### config.mk
export PLATFORM = sky130hd
export DESIGN_NAME = uart_tx_queue
export DESIGN_NICKNAME = d
export VERILOG_FILES = /design/src/rtl/uart_tx_queue_pkg.sv /design/src/rtl/uart_tx_queue_fifo.sv /design/src/rtl/uart_tx_queue.sv
export SDC_FILE = /design/constraint.sdc
export NUM_CORES = 1
export LEC_CHECK = 0
export CORE_MARGIN = 1.5
export CORE_UTILIZATION = 50
export DETAILED_ROUTE_END_ITERATION = 10
export GPL_TIMING_DRIVEN = 0
export HOLD_SLACK_MARGIN = 0.15
export PLACE_DENSITY_LB_ADDON = 0.05
export SLEW_MARGIN = 20
export SYNTH_ARGS = -nofsm -noshare
export SYNTH_HDL_FRONTEND = slang
export SYNTH_HIERARCHICAL = 1
export SYNTH_SLANG_ARGS = --single-unit
### constraint.sdc
create_clock -name CLK -period 6.75 [get_ports CLK]
set_input_delay 1.35 -clock CLK [delete_from_list [all_inputs] [get_ports CLK]]
set_output_delay 1.35 -clock CLK [all_outputs]
set_load 0.05 [all_outputs]
### src/rtl/uart_tx_queue_pkg.sv
// Shared definitions for the console transmit queue in front of UartTx.
package uart_tx_queue_pkg;

  localparam int TXQ_DEPTH_LOG2 = 4;

  typedef enum logic [1:0] {
    ST_IDLE = 2'd0,
    ST_HOLD = 2'd1,
    ST_WAIT = 2'd2
  } txq_state_e;

endpackage

### src/rtl/uart_tx_queue_fifo.sv
// Byte storage with wrapping pointers and an occupancy counter; full/empty are registered.
module uart_tx_queue_fifo #(
  parameter int DEPTH_LOG2 = 4
) (
  input  logic                  CLK,
  input  logic                  RST_X,
  input  logic                  push,
  input  logic [7:0]            push_data,
  input  logic                  flush,
  input  logic                  pop,
  output logic                  full,
  output logic                  empty,
  output logic [DEPTH_LOG2:0]   count,
  output logic [7:0]            head
);

  localparam int DEPTH = 2 ** DEPTH_LOG2;
  localparam int CW    = DEPTH_LOG2 + 1;
  localparam int AW    = DEPTH_LOG2;

  logic [7:0]    mem_r [DEPTH];
  logic [AW-1:0] wp_r;
  logic [AW-1:0] rp_r;
  logic [CW-1:0] count_r;
  logic [CW-1:0] count_nxt_s;
  logic          full_r;
  logic          empty_r;
  logic          push_ok_s;

  // Accepted-push qualifier and next occupancy; a push is judged against the registered full flag.
  always_comb begin
    push_ok_s   = push && !full_r && !flush;
    count_nxt_s = count_r;
    case ({push_ok_s, pop})
      2'b10:   count_nxt_s = count_r + CW'(1);
      2'b01:   count_nxt_s = count_r - CW'(1);
      default: count_nxt_s = count_r;
    endcase
  end

  // Pointer, occupancy and flag registers; flush drops everything not yet issued.
  always_ff @(posedge CLK) begin
    if (!RST_X) begin
      wp_r    <= {AW{1'b0}};
      rp_r    <= {AW{1'b0}};
      count_r <= {CW{1'b0}};
      full_r  <= 1'b0;
      empty_r <= 1'b1;
    end else if (flush) begin
      rp_r    <= wp_r;
      count_r <= {CW{1'b0}};
      full_r  <= 1'b0;
      empty_r <= 1'b1;
    end else begin
      if (push_ok_s) begin
        wp_r <= wp_r + AW'(1);
      end
      if (pop) begin
        rp_r <= rp_r + AW'(1);
      end
      count_r <= count_nxt_s;
      full_r  <= (count_nxt_s == CW'(DEPTH));
      empty_r <= (count_nxt_s == {CW{1'b0}});
    end
  end

  // Storage write port; contents need no reset because occupancy gates every read.
  always_ff @(posedge CLK) begin
    if (push_ok_s) begin
      mem_r[wp_r] <= push_data;
    end
  end

  assign full  = full_r;
  assign empty = empty_r;
  assign count = count_r;
  assign head  = mem_r[rp_r];

endmodule

### src/rtl/uart_tx_queue.sv
// Console byte queue metering bytes into UartTx over its DATA/WE/READY handshake.
module uart_tx_queue
  import uart_tx_queue_pkg::*;
#(
  parameter int DEPTH_LOG2 = TXQ_DEPTH_LOG2
) (
  input  logic                  CLK,
  input  logic                  RST_X,
  input  logic                  IN_WE,
  input  logic [7:0]            IN_DATA,
  input  logic                  FLUSH,
  input  logic                  OVF_CLR,
  output logic                  IN_FULL,
  output logic                  EMPTY,
  output logic [DEPTH_LOG2:0]   COUNT,
  output logic                  OVF,
  output logic [7:0]            TX_DATA,
  output logic                  TX_WE,
  input  logic                  TX_READY
);

  txq_state_e state_r;
  logic       pop_s;
  logic [7:0] head_s;
  logic       full_s;
  logic       empty_s;
  logic       ovf_r;
  logic       tx_we_r;
  logic [7:0] tx_data_r;

  uart_tx_queue_fifo #(
    .DEPTH_LOG2(DEPTH_LOG2)
  ) u_fifo (
    .CLK       (CLK),
    .RST_X     (RST_X),
    .push      (IN_WE),
    .push_data (IN_DATA),
    .flush     (FLUSH),
    .pop       (pop_s),
    .full      (full_s),
    .empty     (empty_s),
    .count     (COUNT),
    .head      (head_s)
  );

  // Issue decision: only IDLE may take a byte, and a concurrent flush suppresses it.
  always_comb begin
    if ((state_r == ST_IDLE) && !empty_s && TX_READY && !FLUSH) begin
      pop_s = 1'b1;
    end else begin
      pop_s = 1'b0;
    end
  end

  // Sticky overflow; a dropped push outranks a clear in the same cycle.
  always_ff @(posedge CLK) begin
    if (!RST_X) begin
      ovf_r <= 1'b0;
    end else if (IN_WE && full_s && !FLUSH) begin
      ovf_r <= 1'b1;
    end else if (OVF_CLR) begin
      ovf_r <= 1'b0;
    end
  end

  // Handshake FSM: HOLD covers the edge on which UartTx has not yet dropped READY.
  always_ff @(posedge CLK) begin
    if (!RST_X) begin
      state_r   <= ST_IDLE;
      tx_we_r   <= 1'b0;
      tx_data_r <= 8'h00;
    end else begin
      case (state_r)
        ST_IDLE: begin
          if (pop_s) begin
            tx_data_r <= head_s;
            tx_we_r   <= 1'b1;
            state_r   <= ST_HOLD;
          end else begin
            tx_we_r <= 1'b0;
          end
        end
        ST_HOLD: begin
          tx_we_r <= 1'b0;
          state_r <= ST_WAIT;
        end
        ST_WAIT: begin
          tx_we_r <= 1'b0;
          if (TX_READY) begin
            state_r <= ST_IDLE;
          end
        end
        default: begin
          tx_we_r <= 1'b0;
          state_r <= ST_IDLE;
        end
      endcase
    end
  end

  assign IN_FULL = full_s;
  assign EMPTY   = empty_s;
  assign OVF     = ovf_r;
  assign TX_DATA = tx_data_r;
  assign TX_WE   = tx_we_r;

endmodule
# Word-level counts from Yosys, hierarchy flattened
# Memory sizes are Yosys's and may differ from the RTL's. A register that Yosys moved wholly into a read port is not among the register bits.
# Cells that the tools add are included.
[word_totals]
ff_bits = 19
ramBits = 128
input_bits = 14
memories = 1
out_inout_bits = 17
wordCells = 54
[mem_list]
columns = ["name", "depth", "width", "read_ports", "rd_clocked_by_memory_dff", "wr", "line", "text"]
rows = [
  ["u_fifo.mem_r", 16, 8, 1, 1, 1, "uart_tx_queue_fifo.sv:21", "logic [7:0] mem_r [DEPTH];"],
]
[op_classes]
n_addsub = 4
n_bitwise = 2
n_eq_ne = 7
n_mux = 12
n_reduce_logical = 20
[ops]
columns = ["cell", "n"]
rows = [
  ["$pmux W5 S2", 1],
  ["$add A4 B1 Y4 const B", 2],
  ["$mux W4", 2],
  ["$reduce_and A2 Y1", 4],
  ["$logic_and A1 B1 Y1", 7],
  ["$mux W1", 6],
  ["$pmux W2 S3", 1],
  ["$add A5 B1 Y5 const B", 1],
  ["$eq A5 B5 Y1 const B", 1],
  ["$logic_not A5 Y1", 1],
  ["$sub A5 B1 Y5 const B", 1],
  ["$eq A2 B1 Y1 const B", 2],
  ["$eq A2 B2 Y1 const B", 2],
  ["$logic_not A1 Y1", 4],
  ["$mux W2", 2],
  ["$reduce_bool A2 Y1", 2],
  ["$logic_not A2 Y1", 1],
  ["$ne A2 B1 Y1 const B", 1],
  ["$ne A2 B2 Y1 const B", 1],
  ["$not A1 Y1", 2],
  ["$reduce_or A2 Y1", 1],
]

# Longest topological paths before layout
# Gate-level depths: netlist (run 1).
[depth]
word_depth = 8
depth_mapped = 14

# Hierarchy
# Netlist (run 1), hierarchy kept.
[by_module_without_submodules]
columns = ["module", "area_each_um2", "cells_per_inst", "instances"]
rows = [
  ["uart_tx_queue_fifo", 5973.2, 301, 1],
  ["uart_tx_queue", 479.2, 50, 1],
]

# Worst setup path after synthesis (run 1)
# Ideal clock, no wire load.
[synth_timing]
path_kind = "input-to-reg"
startpoint = "input FLUSH"
endpoint = "register u_fifo.full_r (netlist: u_fifo/full)"
path_buffers = 3
path_stages = 14
slack_ps = 3037
required_ps = 6672
arrival_time_ps = 3635
cell_sequence = "clkbuf_1 nor2_1 and2_1 clkbuf_1 inv_1 ha_1 buf_2 xor2_1 ha_1 a21oi_1 mux2i_1 xor2_1 o311ai_1 nor3_1"
[synth_between]
elab_chain_len = 6
word_cells_on_any_way = 9
[synth_lines]
columns = ["item", "line", "text"]
rows = [
  ["start, declared", "uart_tx_queue.sv:11", "input logic FLUSH,"],
  ["$logic_not A1 Y1", "uart_tx_queue_fifo.sv:32, uart_tx_queue.sv:48", ""],
  ["$logic_and A1 B1 Y1", "uart_tx_queue.sv:48", "if ((state_r == ST_IDLE) && !empty_s && TX_READY && !FLUSH) begin"],
  ["$mux W1", "uart_tx_queue.sv:48", ""],
  ["$eq A2 B1 Y1 or $eq A2 B2 Y1 (tied branches)", "uart_tx_queue_fifo.sv:34", "case ({push_ok_s, pop})"],
  ["$pmux W5 S2", "uart_tx_queue_fifo.sv:34", ""],
  ["$eq A5 B5 Y1", "uart_tx_queue_fifo.sv:62", "full_r <= (count_nxt_s == CW'(DEPTH));"],
  ["end signal, assigned", "uart_tx_queue_fifo.sv:62", ""],
  ["end, declared", "uart_tx_queue_fifo.sv:26", "logic full_r;"],
]
# Several ways; a longest one is shown, not always the timed one.
# A chain may end at the register's enable or synchronous reset.

# Worst setup path after layout (run 1)
# Same ends and word-level chain as after synthesis.

==> summary.md, run 1 <==
| Metric | Value |
|---|---|
| Status | complete, no violations |
| Clock Skews | around 15 ps |
| Post-synth EDFFs | about 130 |
| Die W | 116.6 um |
| Fin crit period | 4337 ps |
| Final Util | 59.63% |
| Yosys cell types | 38 |
| Slew Limit Fails | 0 |
| Least-Margin Pin Slew | ~570 ps |
| H-tree depth | 4 |
| Max cap viols | 0 |
| CTS tree | built |
| Largest fanout on the critical path | 10 |
| Asr flop ratio synth | 0% |
| Hold Fails Final Rpt | 0 |
| Worst setup EP type | flop |
| Hold path startpoint | TX_DATA[3] |
| Sink Count | 159 |
| Cts bufs inserted | 17 |
| Pin count of the biggest net entering global routing | 17 |
| RSZ-0062 raised after global routing | no |
| GRT Resource Usage Total | 19.59% |
| Ys flop type | edfxtp_1 |
| Leakage Power | between 2 and 2.5 nW |
| Syn_nets | 373 |
| Finish-stage setup viols | 0 |
| ANT cells | 0 |
| Die Height | 116.6 um |
| Worst Reg-to-Reg Cells | 13 |
| Drt drc | 0 |
| I/O Buffers | 30 |
| Initial antenna violation count | 0 |
| First-pass GRT wire length | 18.38 mm |
| End of the worst hold path | TX_DATA[3] |
| Boundary pin count | 31 |
| Hold Path Class | reg2reg |
| CTS clk-pin slew, worst paths | ~50 ps |
| Routed Antenna Nets | 0 |
| Core area | about 13000 um^2 |
| HPWL Detailed | 8.135 mm |
| Startpoint Class | primary input |
| Hold_buf cts | 0 |
| Sequential fraction of the synthesis area | between 60 and 70% |
| Data required, critical path | around 7100 ps |
| Deepest clock path buffer count | 2 |
| WL/cell | 20.30 um |
| CTS root buf | clkbuf_16 |
| Critical Path AT | 4680 ps |
| Maximum vdd drop | 0.2263 mV |
| Cell area after synthesis | around 6500 um^2 |
| Vias in the first global route | 3193 |
| Vias per Instance | 5.455 |
| Die area | 13600 um^2 |
| Nets@finish | roughly 420 |
| Syn avg cell area | 18.38 um^2 |
| Worst R2R End | u_fifo/full |
| Max Clk Rate | 0.2306 GHz |
| Yosys reg bits | 159 |
| Via count | between 3000 and 4000 |
| DRT iter0 DRCs | 213 |
| Final Cycle Share | 64.25% |
| Rel. slew slack | 61.73% |
| Initial core utilization | 51.13% |
| R2R Setup Slk | 3820 ps |
| RR Startpoint | u_fifo/full |
| Pwr dens | 274.6 nW/um^2 |
| Row count | 41 |
| Syn. warnings | 6 |
| PostCTS Resize Cnt | 0 |
| Worst skew pair latency | approximately 430 ps |
| Worst hold path depth | 2 |
| Sum Neg Setup Slack | 0 ps |
| Setup Crit Path Kind | in2reg |
| Placer Congestion | 0.7436 |
| Final Total Pwr | 0.002066 W |
| Gr ovfl total | 0 |
| Post-CTS Setup Inserts | 0 |
| Mapped Cells | between 300 and 400 |
| Routed WL | approximately 12 mm |
| P&R area growth vs syn | 16.62% |
| Router iterations before antenna repair | 4 |
| Share of layout cells above drive strength 1 | 15.57% |
-- registers in the layout, summed over array words and instances, names as in the netlist, 2 cells and up, named ones only --
name / flops
u_fifo/rp_r: 4
u_fifo/count: 5
state_r: 2
u_fifo/wp_r: 4
u_fifo/mem_r: 128
TX_DATA: 8
-- power by group --
| group | switching, W | internal (W) | total, W |
|---|---|---|---|
| sequential | 0.00000370 | 0.00107 | 0.00107 |
| combinational | 0.0000471 | 0.0000380 | 0.0000851 |
| clock | 0.000344 | 0.000568 | 0.000912 |
-- stage by stage --
step	cells	cell area [um^2]	hold slack (ps)	setup slack [ps]
6_report	583	7525	456.1	2413
5_1_grt	583	7525	473.7	2061
4_1_cts	583	7525	457.8	2444
3_5_place_dp	553	6968	450.0	2009
3_3_place_gp	553	6968	441.2	2021
2_1_floorplan	351	6452	500.5	3037
-- cell usage in the layout, fill, tap and decap left out, drive strengths merged --
cell and instances:
nand2 27, edfxtp 128, nor2b 6, mux4 40
ha 8, nor3 4, nand2b 3, a211oi 1
o21ai 5, or4b 1, bufinv 3, dfxtp 31
xnor2 6, nor2 8, nand3b 1, clkdlybuf4s50 30
clkinv 8, o22ai 1, o21bai 1, clkbuf 24
and3 2, a21boi 1, nor4 1, and2 27
mux2i 14, nor3b 2, inv 5, o221a 1
nand4 2, xor2 5, a21bo 1, a21oi 1
o311ai 1, o211ai 1, buf 11
-- how the worst max path moves through the flow --
| stage | from | endpoint | slack (ps) | cells past startpoint |
|---|---|---|---|---|
| finish | FLUSH | u_fifo/full | 2410 | 15 |
| CTS | FLUSH | u_fifo/full | 2440 | 15 |
| global route | FLUSH | u_fifo/empty | 2060 | 15 |
| global placement | FLUSH | u_fifo/full | 2020 | 15 |
| detailed placement | FLUSH | u_fifo/full | 2010 | 15 |
| floorplan | FLUSH | u_fifo/full | 3040 | 14 |
-- per-layer routing --
| metal | part of all wire, % | vias to the layer above | track usage [%] |
|---|---|---|---|
| li1 | - | 1472 | - |
| met1 | 46 | 1624 | 26.79 |
| met2 | 49 | 80 | 30.67 |
| met3 | 4.6 | 4 | 6.072 |
| met4 | 0.57 | 0 | 6.024 |
| met5 | 0 | - | 0 |
-- critical path: stages --
cell             delay (ps)
clkdlybuf4s50_1         480
clkbuf_1                250
nor2_1                  130
and2_1                  180
clkbuf_1                300
inv_1                   200
ha_1                    220
buf_2                   160
xor2_1                  170
ha_1                    230
a21oi_1                 210
mux2i_1                 250
xor2_1                  220
o311ai_1                180
nor3_1                  150
-- synthesized netlist by cell type, types with 2 or more instances --
cell / instances / area share (%)
and2_1: 27 / 2.6
and3_1: 2 / 0.19
buf_2: 4 / 0.31
buf_4: 2 / 0.23
buf_6: 3 / 0.52
clkbuf_1: 5 / 0.29
dfxtp_1: 31 / 9.6
edfxtp_1: 128 / 60
ha_1: 8 / 1.6
inv_1: 5 / 0.29
mux2i_1: 14 / 2.2
mux4_1: 14 / 5.7
mux4_2: 26 / 9.1
nand2_1: 27 / 1.6
nand2b_1: 3 / 0.29
nand4_1: 2 / 0.19
nor2_1: 8 / 0.47
nor2b_1: 6 / 0.58
nor3_1: 3 / 0.23
nor3b_1: 2 / 0.23
o21ai_0: 5 / 0.39
xnor2_1: 6 / 0.81
xor2_1: 5 / 0.68
-- area by class of cell --
class                           instances  area, um^2
Clock inverter                         11       123.9
Buffer                                 16       122.6
Inverter                                5       18.77
Timing Repair Buffer                   30       300.3
Tap cell                              172       215.2
Clock buffer                           19       432.9
Multi-Input combinational cell        171        1847
Fill cell                             978        5095
Sequential cell                       159        4464
-- cell families after synthesis --
logic type                 count (synthesis)  synth area share [%]
adders and majority gates                  8                 1.551
and+or+nand+nor                           84                 7.136
muxes                                     54                 16.95
xor gates and xnor gates                  11                 1.493
buffers and inverters                     21                 2.191
DFF                                      159                 69.19
AOI/OAI and AO/OA                         14                 1.493
No activity file was read; power rests on OpenSTA's default activity.
==> inputs of run 2 (changes only) <==
clock period = 4.1 ns   (was 6.75 ns; I/O delays follow)
==> summary.md, run 2 (synthesis gave the netlist of run 1 again) <==
| Metric | Value |
|---|---|
| Worst Reg-to-Reg Cells | 12 (was 13) |
| Deepest clock path buffer count | 2 (unchanged) |
| Router iterations before antenna repair | 4 (unchanged) |
| H-tree depth | 4 (unchanged) |
| Startpoint Class | primary input (unchanged) |
| Max Clk Rate | approximately 0.27 GHz |
| Hold WS | 457.0 ps (was 456.1 ps) |
| Worst R2R End | u_fifo/full (unchanged) |
| Hold Path Class | reg2reg (unchanged) |
| Max reg flops | 128 (unchanged) |
| DRT iter0 DRCs | 170 (was 213) |
| ANT cells | 0 (unchanged) |
| Clock Skews | 26.17 ps (was 15.06 ps) |
| Hold Fails Final Rpt | 0 (unchanged) |
| Maximum vdd drop | 0.3725 mV (was 0.2263 mV) |
| First-pass GRT wire length | 18.38 mm (unchanged) |
| Pwr dens | 451.3 nW/um^2 (was 274.6 nW/um^2) |
| Finish-stage setup viols | 0 (unchanged) |
| Status | complete, no violations (unchanged) |
| Vias in the first global route | 3193 (unchanged) |
| Drt drc | 0 (unchanged) |
| Nets@finish | 421 (was 422) |
| Worst setup EP type | flop (unchanged) |
| Row count | 41 (unchanged) |
| Sum Neg Setup Slack | 0 ps (unchanged) |
| CTS root buf | clkbuf_16 (unchanged) |
| Critical Path AT | 4030 ps (was 4680 ps) |
| Rel. slew slack | 62.96% (was 61.73%) |
| I/O Buffers | 30 (unchanged) |
| Core area | 12620 um^2 (unchanged) |
| Most frequent cells in the layout | edfxtp_1, dfxtp_1, clkdlybuf4s50_1 (unchanged) |
| Routed WL | 11.81 mm (was 11.84 mm) |
| RSZ-0062 raised after global routing | no (unchanged) |
| Worst skew pair latency | 430 ps (about the same) |
| Vias per Instance | 5.448 (was 5.455) |
| Die area | 13600 um^2 (unchanged) |
| Max cap viols | 0 (unchanged) |
| GRT Resource Usage Total | 19.59% (unchanged) |
| Most common cell after layout, fill and taps aside | edfxtp_1 (unchanged) |
| Setup Crit Path Kind | in2reg (unchanged) |
| Worst Setup EP | u_fifo/full (unchanged) |
| Initial core utilization | 51.13% (unchanged) |
| Gr ovfl total | 0 (unchanged) |
| Die Height | 116.6 um (unchanged) |
| CTS clk-pin slew, worst paths | 50 ps (about the same) |
| Worst Setup SP | FLUSH (unchanged) |
| Sink Count | 159 (unchanged) |
| Initial antenna violation count | 0 (unchanged) |
| Die W | 116.6 um (unchanged) |
| HPWL Detailed | 8.135 mm (unchanged) |
| Largest reg by FF count | u_fifo/mem_r (unchanged) |
| CTS tree | built (unchanged) |
| RR Startpoint | u_fifo/full (unchanged) |
| Final Util | 59.60% (was 59.63%) |
| Share of layout cells above drive strength 1 | 15.61% (was 15.57%) |
| Final Cycle Share | 90.20% |
| Largest fanout on the critical path | 10 (unchanged) |
| Data required, critical path | 4430 ps (was 7090 ps) |
| Placer Congestion | 0.7436 (unchanged) |
| Leakage Power | 2.448 nW (was 2.449 nW) |
| Routed Antenna Nets | 0 (unchanged) |
| Final Total Pwr | 0.003394 W (was 0.002066 W) |
| Boundary pin count | 31 (unchanged) |
| WL/cell | 20.29 um (was 20.30 um) |
| Via count | 3171 (was 3180) |
| R2R Setup Slk | 1310 ps (was 3820 ps) |
| Fin crit period | 3698 ps |
| Least-Margin Pin Slew | 553.9 ps (was 572.3 ps) |
| Filler Cells Inserted | 977 (was 978) |
| P&R area growth vs syn | 16.56% (was 16.62%) |
| Slew Limit Fails | 0 (unchanged) |
| Cts bufs inserted | 17 (unchanged) |
| Pin count of the biggest net entering global routing | 17 (unchanged) |
==> run 2: worst min-delay path by stage <==
stage	startpoint	end	slack (ps)	cells after the start
finish	TX_DATA[1]	TX_DATA[1]	460	2
CTS	TX_DATA[2]	TX_DATA[2]	460	2
global placement	TX_DATA[3]	TX_DATA[3]	440	2
floorplan	u_fifo/wp_r[1]	u_fifo/wp_r[1]	500	2
global route	TX_DATA[4]	TX_DATA[4]	470	2
detailed placement	TX_DATA[2]	TX_DATA[2]	450	2
==> run 2: per-stage QoR <==
stage	setup WS (ps)	std cells	area, um^2
floorplan	916.9	351	6452
global placement	-99.49	553	6968
detailed placement	-110.6	553	6968
CTS	324.5	583	7525
global route	83.10	582	7521
finish	401.8	582	7521
==> run 2: cell type report <==
class                   count  area (um^2)  share of cell area [%]
flip-flops and latches    159         4464                   59.36
clock buffers              19        432.9                   5.756
plain buffers              15        118.9                   1.580
repair buffers             30        300.3                   3.993
clock inverters            11        123.9                   1.647
inverters                   5        18.77                  0.2495
multi-input cells         171         1847                   24.55
well taps                 172        215.2                   2.861
==> run 2: power breakdown <==
part	internal, W	switching, W
clock	0.000934	0.000559
combinational	0.0000623	0.0000775
sequential	0.00175	0.00000609
total	0.00275	0.000643
==> run 2: what timing repair did <==
item,CTS,global route
gates resized for setup,0,0
setup buffers,0,0
setup endpoints to repair,0,2
hold buffers,0,0
==> run 2: routing by layer <==
layer	track usage, %	vias to the layer above	share of wire, %
met1	26.79	1635	47
li1	-	1470	-
met3	6.072	4	3.7
met5	0	-	0
met2	30.67	62	49
met4	6.024	0	0.58
==> run 2: worst max-delay path: stages <==
cell	delay (ps)
clkdlybuf4s50_1	480
clkbuf_1	260
nor2_1	140
and2_1	340
inv_1	200
ha_1	220
buf_2	170
xor2_1	170
ha_1	230
a21oi_1	210
mux2i_1	250
xor2_1	220
o311ai_1	180
nor3_1	150
